## src/rtl/multi_debounce.sv

```systemverilog
// Multi-channel switch debouncer with press/release edge pulses, a long-press
// hold pulse and an optional auto-repeat pulse train per channel.
// Each channel has its own input polarity, synchroniser, debounce counter,
// press FSM, hold counter and repeat counter. Channels share nothing but the
// clock and reset.

module multi_debounce #(
  parameter int unsigned       NUM_CH          = 4,
  parameter int unsigned       DEBOUNCE_LIMIT  = 20,
  parameter int unsigned       HOLD_LIMIT      = 1000,
  parameter int unsigned       REPEAT_PERIOD   = 250,
  parameter logic [NUM_CH-1:0] ACTIVE_LOW_MASK = '0
) (
  input  logic              i_Clk,
  input  logic              i_Rst_L,
  input  logic [NUM_CH-1:0] i_Bouncy,
  input  logic [NUM_CH-1:0] i_Repeat_En,
  output logic [NUM_CH-1:0] o_Debounced,
  output logic [NUM_CH-1:0] o_Press,
  output logic [NUM_CH-1:0] o_Release,
  output logic [NUM_CH-1:0] o_Hold,
  output logic [NUM_CH-1:0] o_Repeat
);

  localparam int unsigned DB_W = $clog2(DEBOUNCE_LIMIT + 1);
  localparam int unsigned HD_W = $clog2(HOLD_LIMIT + 1);
  localparam int unsigned RP_W = $clog2(REPEAT_PERIOD + 1);

  // Terminal values: the event fires on the edge where the count would
  // reach its limit, so the stored count never exceeds limit-1.
  localparam logic [DB_W-1:0] DB_MAX = DB_W'(DEBOUNCE_LIMIT - 1);
  localparam logic [HD_W-1:0] HD_MAX = HD_W'(HOLD_LIMIT - 1);
  localparam logic [RP_W-1:0] RP_MAX = RP_W'(REPEAT_PERIOD - 1);

  typedef enum logic [1:0] {
    StIdle,
    StPressed,
    StHeld
  } state_e;

  logic [NUM_CH-1:0] w_polarised;
  logic [NUM_CH-1:0] r_sync1;
  logic [NUM_CH-1:0] r_sync2;

  // Bring every channel to active-high before it crosses the clock domain.
  assign w_polarised = i_Bouncy ^ ACTIVE_LOW_MASK;

  // Two-flop synchroniser for all raw inputs.
  always_ff @(posedge i_Clk or negedge i_Rst_L) begin
    if (!i_Rst_L) begin
      r_sync1 <= '0;
      r_sync2 <= '0;
    end else begin
      r_sync1 <= w_polarised;
      r_sync2 <= r_sync1;
    end
  end

  for (genvar g = 0; g < NUM_CH; g++) begin : g_ch
    logic [DB_W-1:0] r_db_cnt;
    logic [DB_W-1:0] w_db_cnt_d;
    logic            r_deb;
    logic            w_deb_d;
    logic            w_toggle;

    state_e          r_state;
    state_e          w_state_d;
    logic [HD_W-1:0] r_hold_cnt;
    logic [HD_W-1:0] w_hold_cnt_d;
    logic [RP_W-1:0] r_rep_cnt;
    logic [RP_W-1:0] w_rep_cnt_d;

    logic            r_press;
    logic            w_press_d;
    logic            r_release;
    logic            w_release_d;
    logic            r_hold;
    logic            w_hold_d;
    logic            r_repeat;
    logic            w_repeat_d;

    // Count consecutive samples that disagree with the debounced level;
    // any agreeing sample restarts the count.
    always_comb begin
      w_db_cnt_d = '0;
      w_deb_d    = r_deb;
      w_toggle   = 1'b0;
      if (r_sync2[g] != r_deb) begin
        if (r_db_cnt == DB_MAX) begin
          w_toggle = 1'b1;
          w_deb_d  = ~r_deb;
        end else begin
          w_db_cnt_d = r_db_cnt + 1'b1;
        end
      end
    end

    // Press FSM with hold and repeat timing; a debounced toggle out of a
    // pressed state is a release and overrides any coinciding threshold.
    always_comb begin
      w_state_d    = r_state;
      w_hold_cnt_d = r_hold_cnt;
      w_rep_cnt_d  = r_rep_cnt;
      w_press_d    = 1'b0;
      w_release_d  = 1'b0;
      w_hold_d     = 1'b0;
      w_repeat_d   = 1'b0;
      unique case (r_state)
        StIdle: begin
          if (w_toggle) begin
            w_state_d    = StPressed;
            w_press_d    = 1'b1;
            w_hold_cnt_d = '0;
            w_rep_cnt_d  = '0;
          end
        end
        StPressed: begin
          if (w_toggle) begin
            w_state_d    = StIdle;
            w_release_d  = 1'b1;
            w_hold_cnt_d = '0;
            w_rep_cnt_d  = '0;
          end else if (r_hold_cnt == HD_MAX) begin
            w_state_d    = StHeld;
            w_hold_d     = 1'b1;
            w_hold_cnt_d = '0;
            w_rep_cnt_d  = '0;
          end else begin
            w_hold_cnt_d = r_hold_cnt + 1'b1;
          end
        end
        StHeld: begin
          if (w_toggle) begin
            w_state_d    = StIdle;
            w_release_d  = 1'b1;
            w_hold_cnt_d = '0;
            w_rep_cnt_d  = '0;
          end else if (!i_Repeat_En[g]) begin
            // Disabled repeat parks the count so re-enabling starts afresh.
            w_rep_cnt_d = '0;
          end else if (r_rep_cnt == RP_MAX) begin
            w_repeat_d  = 1'b1;
            w_rep_cnt_d = '0;
          end else begin
            w_rep_cnt_d = r_rep_cnt + 1'b1;
          end
        end
        default: begin
          w_state_d    = StIdle;
          w_hold_cnt_d = '0;
          w_rep_cnt_d  = '0;
        end
      endcase
    end

    // Per-channel state and registered pulse outputs.
    always_ff @(posedge i_Clk or negedge i_Rst_L) begin
      if (!i_Rst_L) begin
        r_db_cnt   <= '0;
        r_deb      <= 1'b0;
        r_state    <= StIdle;
        r_hold_cnt <= '0;
        r_rep_cnt  <= '0;
        r_press    <= 1'b0;
        r_release  <= 1'b0;
        r_hold     <= 1'b0;
        r_repeat   <= 1'b0;
      end else begin
        r_db_cnt   <= w_db_cnt_d;
        r_deb      <= w_deb_d;
        r_state    <= w_state_d;
        r_hold_cnt <= w_hold_cnt_d;
        r_rep_cnt  <= w_rep_cnt_d;
        r_press    <= w_press_d;
        r_release  <= w_release_d;
        r_hold     <= w_hold_d;
        r_repeat   <= w_repeat_d;
      end
    end

    assign o_Debounced[g] = r_deb;
    assign o_Press[g]     = r_press;
    assign o_Release[g]   = r_release;
    assign o_Hold[g]      = r_hold;
    assign o_Repeat[g]    = r_repeat;
  end

endmodule

```

## config.mk

```make
export PLATFORM = sky130hd
export DESIGN_NAME = multi_debounce
export DESIGN_NICKNAME = d
export VERILOG_FILES = /design/src/rtl/multi_debounce.sv
export SDC_FILE = /design/constraint.sdc
export NUM_CORES = 1
export LEC_CHECK = 0
export BUFFER_PORTS_ARGS = -buffer_cell sky130_fd_sc_hd__buf_2
export CORE_ASPECT_RATIO = 0.6
export CORE_MARGIN = 2
export CORE_UTILIZATION = 50
export DETAILED_ROUTE_END_ITERATION = 8
export PLACE_DENSITY = 0.73
export SLEW_MARGIN = 40
export SYNTH_ARGS = -nofsm -noshare
export SYNTH_HDL_FRONTEND = slang
export SYNTH_SLANG_ARGS = --single-unit
```

## constraint.sdc

```tcl
create_clock -name i_Clk -period 2.27 [get_ports i_Clk]
set_input_delay 0.227 -clock i_Clk [delete_from_list [all_inputs] [get_ports i_Clk]]
set_output_delay 0.227 -clock i_Clk [all_outputs]
set_load 0.02 [all_outputs]
```

==> impl_summary.txt <==
----------------------------------------------------
[Status]
  Run status ... finished, final reports clean

[Floorplanning]
  Starting Density ... between 50% and 60%
  Boundary Pins ... 30
  Cell row count ... 32
  Die ar. ... between 0.01 and 0.015 mm2
  Vert. Die Dim ... approximately 93 um
  Core footprint ... around 0.013 mm2
  Overall die width ... roughly 150 um

[Synth]
  Sequential element share of the synthesized area ... around half
  Leading register cell type out of synthesis ... sky130_fd_sc_hd__dfrtp_1
  Synthesized instance count ... about 670
  Portion of synthesized cell area occupied by the leading cell type ... roughly half
  Average cell area after synthesis ... 9.91 um2
  Share of synthesized flip-flops with an asynchronous set or reset ... 100%
  Flip-flop and latch count after synthesis ... roughly 130
  Post-synthesis net count ... between 700 and 800
  Cell taking the most area after synthesis ... sky130_fd_sc_hd__dfrtp_1
  Count of different cell masters after synthesis ... 53
  Number of synthesized flops with an enable pin ... 0
  Yosys warnings ... 0
  Dominant cells by area after synthesis ... sky130_fd_sc_hd__dfrtp_1 (48%), sky130_fd_sc_hd__ha_1 (5.4%), sky130_fd_sc_hd__nand4_1 (3.8%), sky130_fd_sc_hd__nand3_1 (3.6%), sky130_fd_sc_hd__a21oi_1 (3.2%)
  Summed instance area of the synthesized netlist ... between 0.006 and 0.007 mm2

[Run]
  Number of max-cap violations ... 0

[Timing]
  Share of the clock period used by the worst path after layout ... around 94%
  Setup ws final ... roughly 0.13 ns
  Number of hold violations in the final report ... 0
  Least-Margin Pin Slew ... approximately 0.74 ns
  Setup TNS ... 0 ns
  Worst-case clock skew ... about 0.010 ns
  Unrepaired setup endpoints after global routing ... false
  Final Critical Period ... roughly 2.1 ns
  Slew HR ... around half
  Worst hold slack after final layout ... around 0.10 ns
  Max Freq ... 468 MHz
  Number of setup violations in the final report ... 0
  Slew Viols, Final ... 0

[Routing]
  WL final ... between 10000 and 15000 um
  Vias per cell ... 6.09
  Pre-Repair DR Iteration Count ... 5
  1st-iter DRT viols ... 428
  Total via count in the routed design ... between 5000 and 6000
  Post-DRT Antenna Nets ... 0
  Total DRC errors in the routed layout ... 0
  Mean routed wirelength per cell ... 16.1 um

[GRT]
  Remaining Overflow, GRT ... 0
  Pin count of the biggest net entering global routing ... between 100 and 150
  Total Routing Usage GR ... 20.9%
  Number of global-route vias before repair ... slightly above 5000
  Global-route wire length before repair ... between 20000 and 25000 um
  Number of antenna violations at the first check in global routing ... 0

[Clock network]
  Buffer count from post-CTS setup fixing ... 0
  Clock root buffer ... sky130_fd_sc_hd__clkbuf_16
  Clock Tree Buf Depth ... 2
  Sink count of the clock tree ... 128
  Register clock-pin slew on the reported worst setup and hold paths ... about 0.060 ns
  CTS H-tree lvls ... 4
  Clock tree from TritonCTS ... built
  Num CTS Buffers ... 17
  Clock latency reported for the late side of the worst-skew pair ... between 0.4 and 0.5 ns

[Power and ir drop]
  Worst supply voltage drop on vdd ... a little over 0.0004 V
  Static Leak ... ~0.0033 uW
  Power Density ... about 750 mW/mm2

[Worst setup path]
  Critical Path AT ... about 2.4 ns
  CP Class ... register to register
  Number of cells traversed by the worst register-to-register path ... 4
  Critical path origin ... g_ch[1].r_hold_cnt[4]$_DFFE_PN0P_
  Reg2Reg Setup Slack ... about 0.13 ns
  Terminus of the critical flop-to-flop path ... g_ch[1].r_rep_cnt[4]$_DFFE_PN0P_
  Worst-path maximum fanout ... 8
  CP Launch Type ... register
  Critical Path Sink Type ... register
  Required arrival time at the worst endpoint ... ~2.6 ns
  Critical register-to-register path startpoint ... g_ch[1].r_hold_cnt[4]$_DFFE_PN0P_

[Finish]
  Count of filler cells inserted in the layout ... 1041
  Layout net count ... between 700 and 800
  Syn-to-layout area delta ... 15.6%
  Share of layout cells above drive strength 1 ... around 16%
  Ant diodes ... 0

[Hold path]
  Min-Delay Startpoint ... i_Repeat_En[3]
  Number of cells on the worst hold path ... 3
  Hold/Removal Path Class ... primary input to register
  Hold EP ... g_ch[3].r_repeat$_DFF_PN0_

[Place]
  DP Worst Slack ... roughly 0.005 ns
  IO buf count ... 29
  Global placer's final weighted congestion ... around 0.86
  Detailed placement HPWL ... approximately 9300 um

----------------------------------------------------
[cells in the final DEF, fill, tap and decap left out, drive strengths merged, types with 19 or more instances in the layout]
cell,count
clkbuf,21
or3,20
o311ai,22
nand3,48
nand4,40
nand2,54
o21ai,35
dfrtp,128
ha,29
buf,56
nor2,32
inv,19
a21oi,44
[timing repair]
action,in CTS,in global routing
endpoints found under the hold margin,132,0
gates resized for setup,0,8
endpoints found under the setup margin,0,9
hold buffers,5,0
[report_power, final]
part           switching, uW  total, uW  internal (uW)  leakage (uW)
combinational            277        455            178       0.00136
clock                    983       2930           1940      0.000309
sequential              59.2       2400           2340       0.00165
total                   1320       5780           4460       0.00332
[worst max-delay path by stage]
| stage | endpoint | slack (ns) | depth (start not counted) |
|---|---|---|---|
| finish | g_ch[1].r_rep_cnt[4]$_DFFE_PN0P_ | 0.13 | 4 |
| CTS | g_ch[3].r_rep_cnt[5]$_DFFE_PN0P_ | 0.05 | 5 |
| floorplan | g_ch[1].r_state[0]$_DFFE_PN0P_ | 0.12 | 6 |
| detailed placement | g_ch[3].r_rep_cnt[5]$_DFFE_PN0P_ | 0.005 | 5 |
| global route | g_ch[1].r_rep_cnt[6]$_DFFE_PN0P_ | 0.01 | 5 |
| global placement | g_ch[3].r_rep_cnt[7]$_DFFE_PN0P_ | 0.18 | 5 |
[synthesized netlist by cell type, types with 17 or more instances]
cell type and n:
sky130_fd_sc_hd__a21oi_1 43, sky130_fd_sc_hd__nand3_1 48, sky130_fd_sc_hd__nand4_1 40, sky130_fd_sc_hd__nand2_1 54, sky130_fd_sc_hd__o21ai_0 32, sky130_fd_sc_hd__dfrtp_1 128, sky130_fd_sc_hd__o311ai_0 17, sky130_fd_sc_hd__buf_4 20
sky130_fd_sc_hd__clkbuf_1 19, sky130_fd_sc_hd__ha_1 29, sky130_fd_sc_hd__or3_1 20, sky130_fd_sc_hd__nor2_1 32, sky130_fd_sc_hd__inv_1 19
[layout make-up]
| class | count | area (um2) | share of cell area, % |
|---|---|---|---|
| Multi-Input combinational cell | 484 | 3170 | 41.2 |
| Timing Repair Buffer | 61 | 413 | 5.36 |
| Inverter | 19 | 71.3 | 0.927 |
| Clock buffer | 21 | 440 | 5.72 |
| Tap cell | 170 | 213 | 2.76 |
| Clock inverter | 11 | 188 | 2.44 |
| Sequential cell | 128 | 3200 | 41.6 |
[flip-flops by register name, indices dropped and copies added (netlist names)]
| register | cells |
|---|---|
| g_ch.r_press | 4 |
| g_ch.r_hold | 4 |
| g_ch.r_rep_cnt | 32 |
| g_ch.r_repeat | 4 |
| g_ch.r_db_cnt | 20 |
| r_sync2 | 4 |
| g_ch.r_release | 4 |
| g_ch.r_state | 8 |
| g_ch.r_hold_cnt | 40 |
| g_ch.r_deb | 4 |
| r_sync1 | 4 |
[per-stage QoR]
step	area, um2	util [%]	power (uW)	instances
finish	7700	59.5	5780	894
global route	7700	59.5	5990	894
detailed placement	6990	54.1	2880	857
floorplan	6660	-	2700	672
CTS	7670	59.3	5810	894
global placement	6990	54.1	2850	857
[metal layers]
metal	global-route usage (%)	part of all wire, %	up-vias
li1	-	-	2585
met2	30.9	44	159
met3	4.22	5.2	15
met5	0	0	-
met1	30.9	50	2688
met4	6.64	0.97	0
[worst max-delay path, cell delays in order (launching register included)]
cell                       delay [ns]
sky130_fd_sc_hd__dfrtp_1         0.45
sky130_fd_sc_hd__or3b_1          0.40
sky130_fd_sc_hd__o41a_1          0.32
sky130_fd_sc_hd__or3b_1          0.53
sky130_fd_sc_hd__o311ai_2        0.32
[cells by family (layout without fill, tap and decap cells)]
| logic type | count (synthesis) | count (layout) | share of synthesized area, % |
|---|---|---|---|
| compound gates | 148 | 148 | 14.9 |
| xor+xnor | 19 | 19 | 2.50 |
| fa+ha+maj | 29 | 29 | 5.45 |
| buf+inv | 60 | 112 | 4.74 |
| flops | 128 | 128 | 48.1 |
| mux | 5 | 5 | 0.827 |
| simple gates | 283 | 283 | 23.5 |
Note: power is estimated with default switching activity, not from simulation.
